===== src/rtl/register_write_arbiter.sv =====
// Two-requester round-robin arbiter in front of a register file write/move port.
// Accepts one WRITE or MOVE per cycle and presents it on the rf* outputs for exactly one cycle.
module register_write_arbiter #(
   parameter int unsigned DATA_WIDTH       = 32,
   parameter int unsigned RFILE_ADDR_WIDTH = 5
) (
   input  logic                        clock,
   input  logic                        resetN,
   input  logic                        aValid,
   output logic                        aReady,
   input  logic                        aOp,
   input  logic [RFILE_ADDR_WIDTH-1:0] aAddr,
   input  logic [RFILE_ADDR_WIDTH-1:0] aSrcAddr,
   input  logic [DATA_WIDTH-1:0]       aData,
   input  logic                        bValid,
   output logic                        bReady,
   input  logic                        bOp,
   input  logic [RFILE_ADDR_WIDTH-1:0] bAddr,
   input  logic [RFILE_ADDR_WIDTH-1:0] bSrcAddr,
   input  logic [DATA_WIDTH-1:0]       bData,
   input  logic [RFILE_ADDR_WIDTH-1:0] cpuReadAddr1,
   input  logic [RFILE_ADDR_WIDTH-1:0] cpuReadAddr2,
   output logic                        readStall,
   output logic [1:0]                  rfWriteMoveEnable,
   output logic [RFILE_ADDR_WIDTH-1:0] rfWriteAddr,
   output logic [DATA_WIDTH-1:0]       rfWriteData,
   output logic [RFILE_ADDR_WIDTH-1:0] rfReadMoveAddr1,
   output logic [RFILE_ADDR_WIDTH-1:0] rfReadMoveAddr2
);

   localparam logic OP_WRITE = 1'b0;
   localparam logic OP_MOVE  = 1'b1;

   // Encoding doubles as the rfWriteMoveEnable value presented in each state.
   typedef enum logic [1:0] {
      ST_IDLE  = 2'b00,
      ST_WRITE = 2'b01,
      ST_MOVE  = 2'b10
   } state_t;

   state_t                        r_state;
   state_t                        w_state_nxt;
   logic                          r_last_grant_b;
   logic                          w_grant_a;
   logic                          w_grant_b;
   logic                          w_xfer;
   logic                          w_op;
   logic [RFILE_ADDR_WIDTH-1:0]   w_addr;
   logic [RFILE_ADDR_WIDTH-1:0]   w_src;
   logic [DATA_WIDTH-1:0]         w_data;
   logic [RFILE_ADDR_WIDTH-1:0]   r_wr_addr;
   logic [DATA_WIDTH-1:0]         r_wr_data;
   logic [RFILE_ADDR_WIDTH-1:0]   r_mv_dst;
   logic [RFILE_ADDR_WIDTH-1:0]   r_mv_src;

   // Round-robin grant; gated by reset so ready drops the moment reset asserts.
   always_comb begin
      w_grant_a = resetN && aValid && (!bValid || r_last_grant_b);
      w_grant_b = resetN && bValid && !w_grant_a;
      w_xfer    = w_grant_a || w_grant_b;
      w_op      = w_grant_a ? aOp      : bOp;
      w_addr    = w_grant_a ? aAddr    : bAddr;
      w_src     = w_grant_a ? aSrcAddr : bSrcAddr;
      w_data    = w_grant_a ? aData    : bData;
   end

   assign aReady = w_grant_a;
   assign bReady = w_grant_b;

   // Issue FSM state register.
   always_ff @(posedge clock or negedge resetN) begin
      if (!resetN) begin
         r_state <= ST_IDLE;
      end else begin
         r_state <= w_state_nxt;
      end
   end

   // Next state depends only on what was accepted this cycle.
   always_comb begin
      w_state_nxt = ST_IDLE;
      if (w_xfer) begin
         w_state_nxt = (w_op == OP_MOVE) ? ST_MOVE : ST_WRITE;
      end
   end

   // Arbitration history and command capture on transfer.
   always_ff @(posedge clock or negedge resetN) begin
      if (!resetN) begin
         r_last_grant_b <= 1'b1;
         r_wr_addr      <= '0;
         r_wr_data      <= '0;
         r_mv_dst       <= '0;
         r_mv_src       <= '0;
      end else begin
         if (w_xfer) begin
            r_last_grant_b <= w_grant_b;
         end
         if (w_xfer && (w_op == OP_WRITE)) begin
            r_wr_addr <= w_addr;
            r_wr_data <= w_data;
         end
         if (w_xfer && (w_op == OP_MOVE)) begin
            r_mv_dst <= w_addr;
            r_mv_src <= w_src;
         end
      end
   end

   // Read ports are borrowed only while a MOVE is on the port.
   always_comb begin
      rfWriteMoveEnable = 2'(r_state);
      readStall         = (r_state == ST_MOVE);
      rfWriteAddr       = r_wr_addr;
      rfWriteData       = r_wr_data;
      rfReadMoveAddr1   = cpuReadAddr1;
      rfReadMoveAddr2   = cpuReadAddr2;
      if (r_state == ST_MOVE) begin
         rfReadMoveAddr1 = r_mv_dst;
         rfReadMoveAddr2 = r_mv_src;
      end
   end

endmodule

===== config.mk =====
export PLATFORM = sky130hd
export DESIGN_NAME = register_write_arbiter
export DESIGN_NICKNAME = d
export VERILOG_FILES = /design/src/rtl/register_write_arbiter.sv
export SDC_FILE = /design/constraint.sdc
export NUM_CORES = 1
export LEC_CHECK = 0
export ABC_CLOCK_PERIOD_IN_PS = 3900
export CAP_MARGIN = 15
export CORE_UTILIZATION = 30
export DETAILED_ROUTE_END_ITERATION = 8
export PLACE_DENSITY = 0.71
export SLEW_MARGIN = 20
export SYNTH_ARGS = -nofsm -noshare
export SYNTH_HDL_FRONTEND = slang
export SYNTH_SLANG_ARGS = --single-unit

===== constraint.sdc =====
create_clock -name clock -period 3.9 [get_ports clock]
set_input_delay 0.585 -clock clock [delete_from_list [all_inputs] [get_ports clock]]
set_output_delay 0.585 -clock clock [all_outputs]
set_load 0.02 [all_outputs]

; ---- Word-level counts from Yosys, hierarchy flattened
; Cells that the tools add are included.
; W data, S select, Z words.
[word_totals]
input_bits = 100
elab_cells = 26
output_inout_bits = 52
register_bits = 50
[classes]
eq_ne = 1
muxes = 8
bitwise_logic = 1
n_reduce_logical = 10
[op_table]
columns = cell, n
row1 = $mux W32, 1
row2 = $mux W5, 4
row3 = $logic_and A1 B1 Y1, 6
row4 = $mux W2, 2
row5 = $eq A2 B2 Y1 const B, 1
row6 = $logic_not A1 Y1, 2
row7 = $logic_or A1 B1 Y1, 2
row8 = $mux W1, 1
row9 = $not A1 Y1, 1

; ---- Longest topological paths before layout
[logic_depth]
ltp_word = 7
depth_mapped = 6
depth_no_buf = 4

; ---- Worst setup path after synthesis
; No wires, ideal clock.
[synth_path]
path_type = input -> output
start = in bValid
end = out bReady
path_slack_ns = 1.920
n_path_buf = 2
t_arrival_ns = 1.395
path_stages = 5
required_ns = 3.315
path_cell_list = nand2b_4 > and3_4 > buf_12 > buf_12 > nor2_1
[synth_via]
elab_chain_cells = 5
elab_cells_between_ends = 6
[synth_rtl]
columns = element, line_no
row1 = from (decl), 15  ; input logic bValid,
row2 = $logic_not A1 Y1, 58  ; w_grant_a = resetN && aValid && (!bValid || r_last_grant_b);
row3 = $logic_or A1 B1 Y1, 58
row4 = $logic_and A1 B1 Y1, 58
row5 = via aReady, 10  ; output logic aReady,
row6 = $logic_not A1 Y1, 59  ; w_grant_b = resetN && bValid && !w_grant_a;
row7 = $logic_and A1 B1 Y1, 59
row8 = to (decl), 16  ; output logic bReady,
; The timed path passes the listed nets, and every way through them passes these cells.

; ---- Final worst setup path
[layout_path]
start = reg r_state[0], in the netlist rfWriteMoveEnable[0]
end = out rfReadMoveAddr1[1]
[layout_via]
elab_chain_cells = 2
[layout_rtl]
columns = element, line_no
row1 = from (decl), 41  ; state_t r_state;
row2 = from (signal assigned), 75  ; r_state <= w_state_nxt;
row3 = $eq A2 B2 Y1, 118  ; if (r_state == ST_MOVE) begin
row4 = $mux W5, 118
row5 = to (decl), 27  ; output logic [RFILE_ADDR_WIDTH-1:0] rfReadMoveAddr1,
; No other way between the ends.

==> results.py <==
metrics = {
    "outcome": {
        "status": "completed",
    },
    "floorplan": {
        "die_width_um": 92.5,
        "io_pins": 152,
        "num_rows": 32,
        "start_util_pct": 31.5,
        "core_um2": 7810,
        "fp.dieH_um": 92.5,
        "die_area_um2": 8560,
    },
    "yosys": {
        "syn_area_per_cell_um2": 10.8,
        "synth_fp_nets": 327,
        "yosys.area.top_type": "dfrtp_1",
        "netlist_instances": 227,
        "yosysUniqueCellTypes": 23,
        "synthTopCellsByArea": "dfrtp_1 (50%), mux2i_1 (17%), o21ai_1 (7.5%), nand2_1 (5.8%), mux2_1 (4.1%)",
        "synth_seq_cells": 50,
        "ys_seq_area_share_pct": 51.0,
        "synth_top_area_share_pct": 49.9,
        "synth_area_um2": 2460,
        "yosysWarnings": 0,
    },
    "power": {
        "p_comb_share_pct": 38.8,
        "p_sw_mw": 0.550,
        "p_leak_nw": 1.66,
        "p_per_area_nw_per_um2": 429,
        "p_int_mw": 1.20,
        "p_sw_share_pct": 31.4,
        "p_clk_share_pct": 20.8,
        "seqPwrFrac_pct": 40.4,
        "vdd_ir_drop_max_v": 0.000191,
    },
    "timing": {
        "tns_ps": 0,
        "slew_violations": 0,
        "setup_viol": 0,
        "finClkSkew_ps": 5.63,
        "final_hold_viol_count": 0,
        "fmax_mhz": 341,
        "rsz0062_at_grt": "false",
        "min_period_over_period_pct": 75.2,
        "slew_headroom_pct": 37.8,
        "finalCriticalPeriod_ps": 2930,
        "worst_slew_pin_slew_ps": 932,
    },
    "placement": {
        "placed_cells": 467,
        "finalWeightedCongestion": 0.671,
        "hpwl_um": 4860,
        "portBuffers": 151,
    },
    "global_routing": {
        "grt-ovfl-total": 0,
        "grt_pass1_wl_um": 10100,
        "grt_use_total_pct": 14.9,
        "antenna_found_initial": 0,
        "grt_max_degree": 76,
        "grt_pass1_vias": 2236,
    },
    "routing": {
        "wirelength_um": 6210,
        "via_count": 2128,
        "ant_nets": 0,
        "drtIter0Drc": 66,
        "viasPerCell": 4.49,
        "drc": 0,
        "wire_per_inst_um": 13.1,
        "firstDrtPassIters": 4,
    },
    "final_layout": {
        "layout_commonest_cell": "clkdlybuf4s50_1",
        "fill_cells": 719,
        "antenna_cells": 0,
        "layout_common_cells": "clkdlybuf4s50_1 (150), dfrtp_1 (49), mux2i_1 (42), nand2_1 (38), o21ai_1 (37)",
        "drive_above_1_share_pct": 4.57,
        "nNetsFinal": 472,
        "stdcell_count": 474,
        "areaGrowthSynthToFinish_pct": 66.4,
    },
    "cts": {
        "cts-root-buf": "clkbuf_8",
        "cts.sinks": 50,
        "insertion_delay_ps": 290,
        "numCtsBuffers": 5,
        "cts_tree": "yes",
        "htreeDepth": 2,
        "cts-resized-gates": 0,
        "post_cts_buffers": 0,
        "cts_hold_buf": 0,
        "cts_buffer_depth": 2,
        "clkTransAtPathRegs_ps": 90,
    },
    "worst_hold_path": {
        "worstHoldPathType": "input port to async pin",
    },
    "setup_path": {
        "startpoint_type": "flip-flop",
        "critical_path.max_fanout": 11,
        "endpoint_kind": "output port",
        "critPathKind": "flip-flop to output port",
        "cp_data_required_time_ps": 3310,
        "critPathArrivalTime_ps": 2350,
    },
    "run": {
        "drv_cap": 0,
    },
}
cell families after synthesis:
group	count (synthesis)	synth area share, %
AND/OR/NAND/NOR	56	9.78
multiplexers	52	21.7
AO/OA/AOI/OAI	52	11.1
buffers and inverters	17	6.47
flip-flops	50	51.0
flip-flops by register name, summed over array words and instances, names as in the netlist:
register,cells
rfWriteData,32
r_mv_src,5
r_last_grant_b,1
rfWriteAddr,5
rfWriteMoveEnable,2
r_mv_dst,5
per-layer routing:
metal	vias up	wire, um	track usage, %
li1	1068	-	-
met1	958	2500	16.5
met2	92	3000	26.9
met3	10	585	5.09
met4	0	119	4.30
met5	-	0	0
final timing paths:
| check | endpoint | depth (start not counted) | startpoint | slack [ps] |
|---|---|---|---|---|
| worst min-delay path | r_mv_dst[3]$_DFFE_PN0P_ | 1 | resetN | 310 |
| worst max-delay path | rfReadMoveAddr1[1] | 3 | rfWriteMoveEnable[0]$_DFF_PN0_ | 970 |
| max in group asynchronous | rfWriteData[1]$_DFFE_PN0P_ | 2 | resetN | 2790 |
| worst min register to register | rfWriteData[12]$_DFFE_PN0P_ | 2 | rfWriteData[12]$_DFFE_PN0P_ | 490 |
| worst max register to register | r_mv_dst[0]$_DFFE_PN0P_ | 5 | r_last_grant_b$_DFFE_PN1P_ | 1790 |
| min in group clock | rfWriteData[12]$_DFFE_PN0P_ | 2 | rfWriteData[12]$_DFFE_PN0P_ | 490 |
per-stage QoR:
stage	power (mW)	setup WS, ps	utilization (%)	instance area (um2)	hold WS, ps
after CTS	1.78	908	52.4	4090	309
final	1.75	966	52.4	4090	308
after floorplan	1.04	1920	-	2460	289
after global placement	1.40	1020	50.9	3980	465
after detailed placement	1.41	990	50.9	3980	476
after global routing	1.85	821	52.4	4090	350
cells in the mapped netlist:
master	number
dfstp_2	1
a21oi_1	11
buf_4	5
o21ai_1	37
a32o_1	1
buf_12	3
nor2b_1	3
inv_2	1
clkbuf_1	2
mux2_1	9
a31oi_1	1
dfrtp_1	49
mux2i_1	42
nand2_1	38
nand2b_4	1
and2_1	2
a32oi_1	1
nor2_1	11
buf_2	4
mux2_2	1
buf_8	2
and3_4	1
a21boi_1	1
cell type report:
cell class,count,area [um2],area share (%)
timing repair buffer,154,1530,37.4
sequential,50,1250,30.6
multi-input combinational,160,1060,26.0
tap,102,128,3.12
clock buffer,6,82.6,2.02
clock inverter,1,30.0,0.734
inverter,1,3.75,0.0918
critical path, stage by stage, from the launching register on:
cell and delay [ps]:
dfrtp_1 380, nor2b_1 720, mux2_1 400, clkdlybuf4s50_1 550
power groups by stage:
| stage | Clock [mW] | Combinational (mW) | Sequential (mW) |
|---|---|---|---|
| 6_report | 0.364 | 0.681 | 0.708 |
| 5_1_grt | 0.391 | 0.736 | 0.726 |
| 4_1_cts | 0.380 | 0.692 | 0.711 |
| 3_5_place_dp | 0 | 0.690 | 0.720 |
| 3_3_place_gp | 0 | 0.683 | 0.713 |
| 2_1_floorplan | 0 | 0.214 | 0.826 |
No activity file was read; power rests on OpenSTA's default activity.
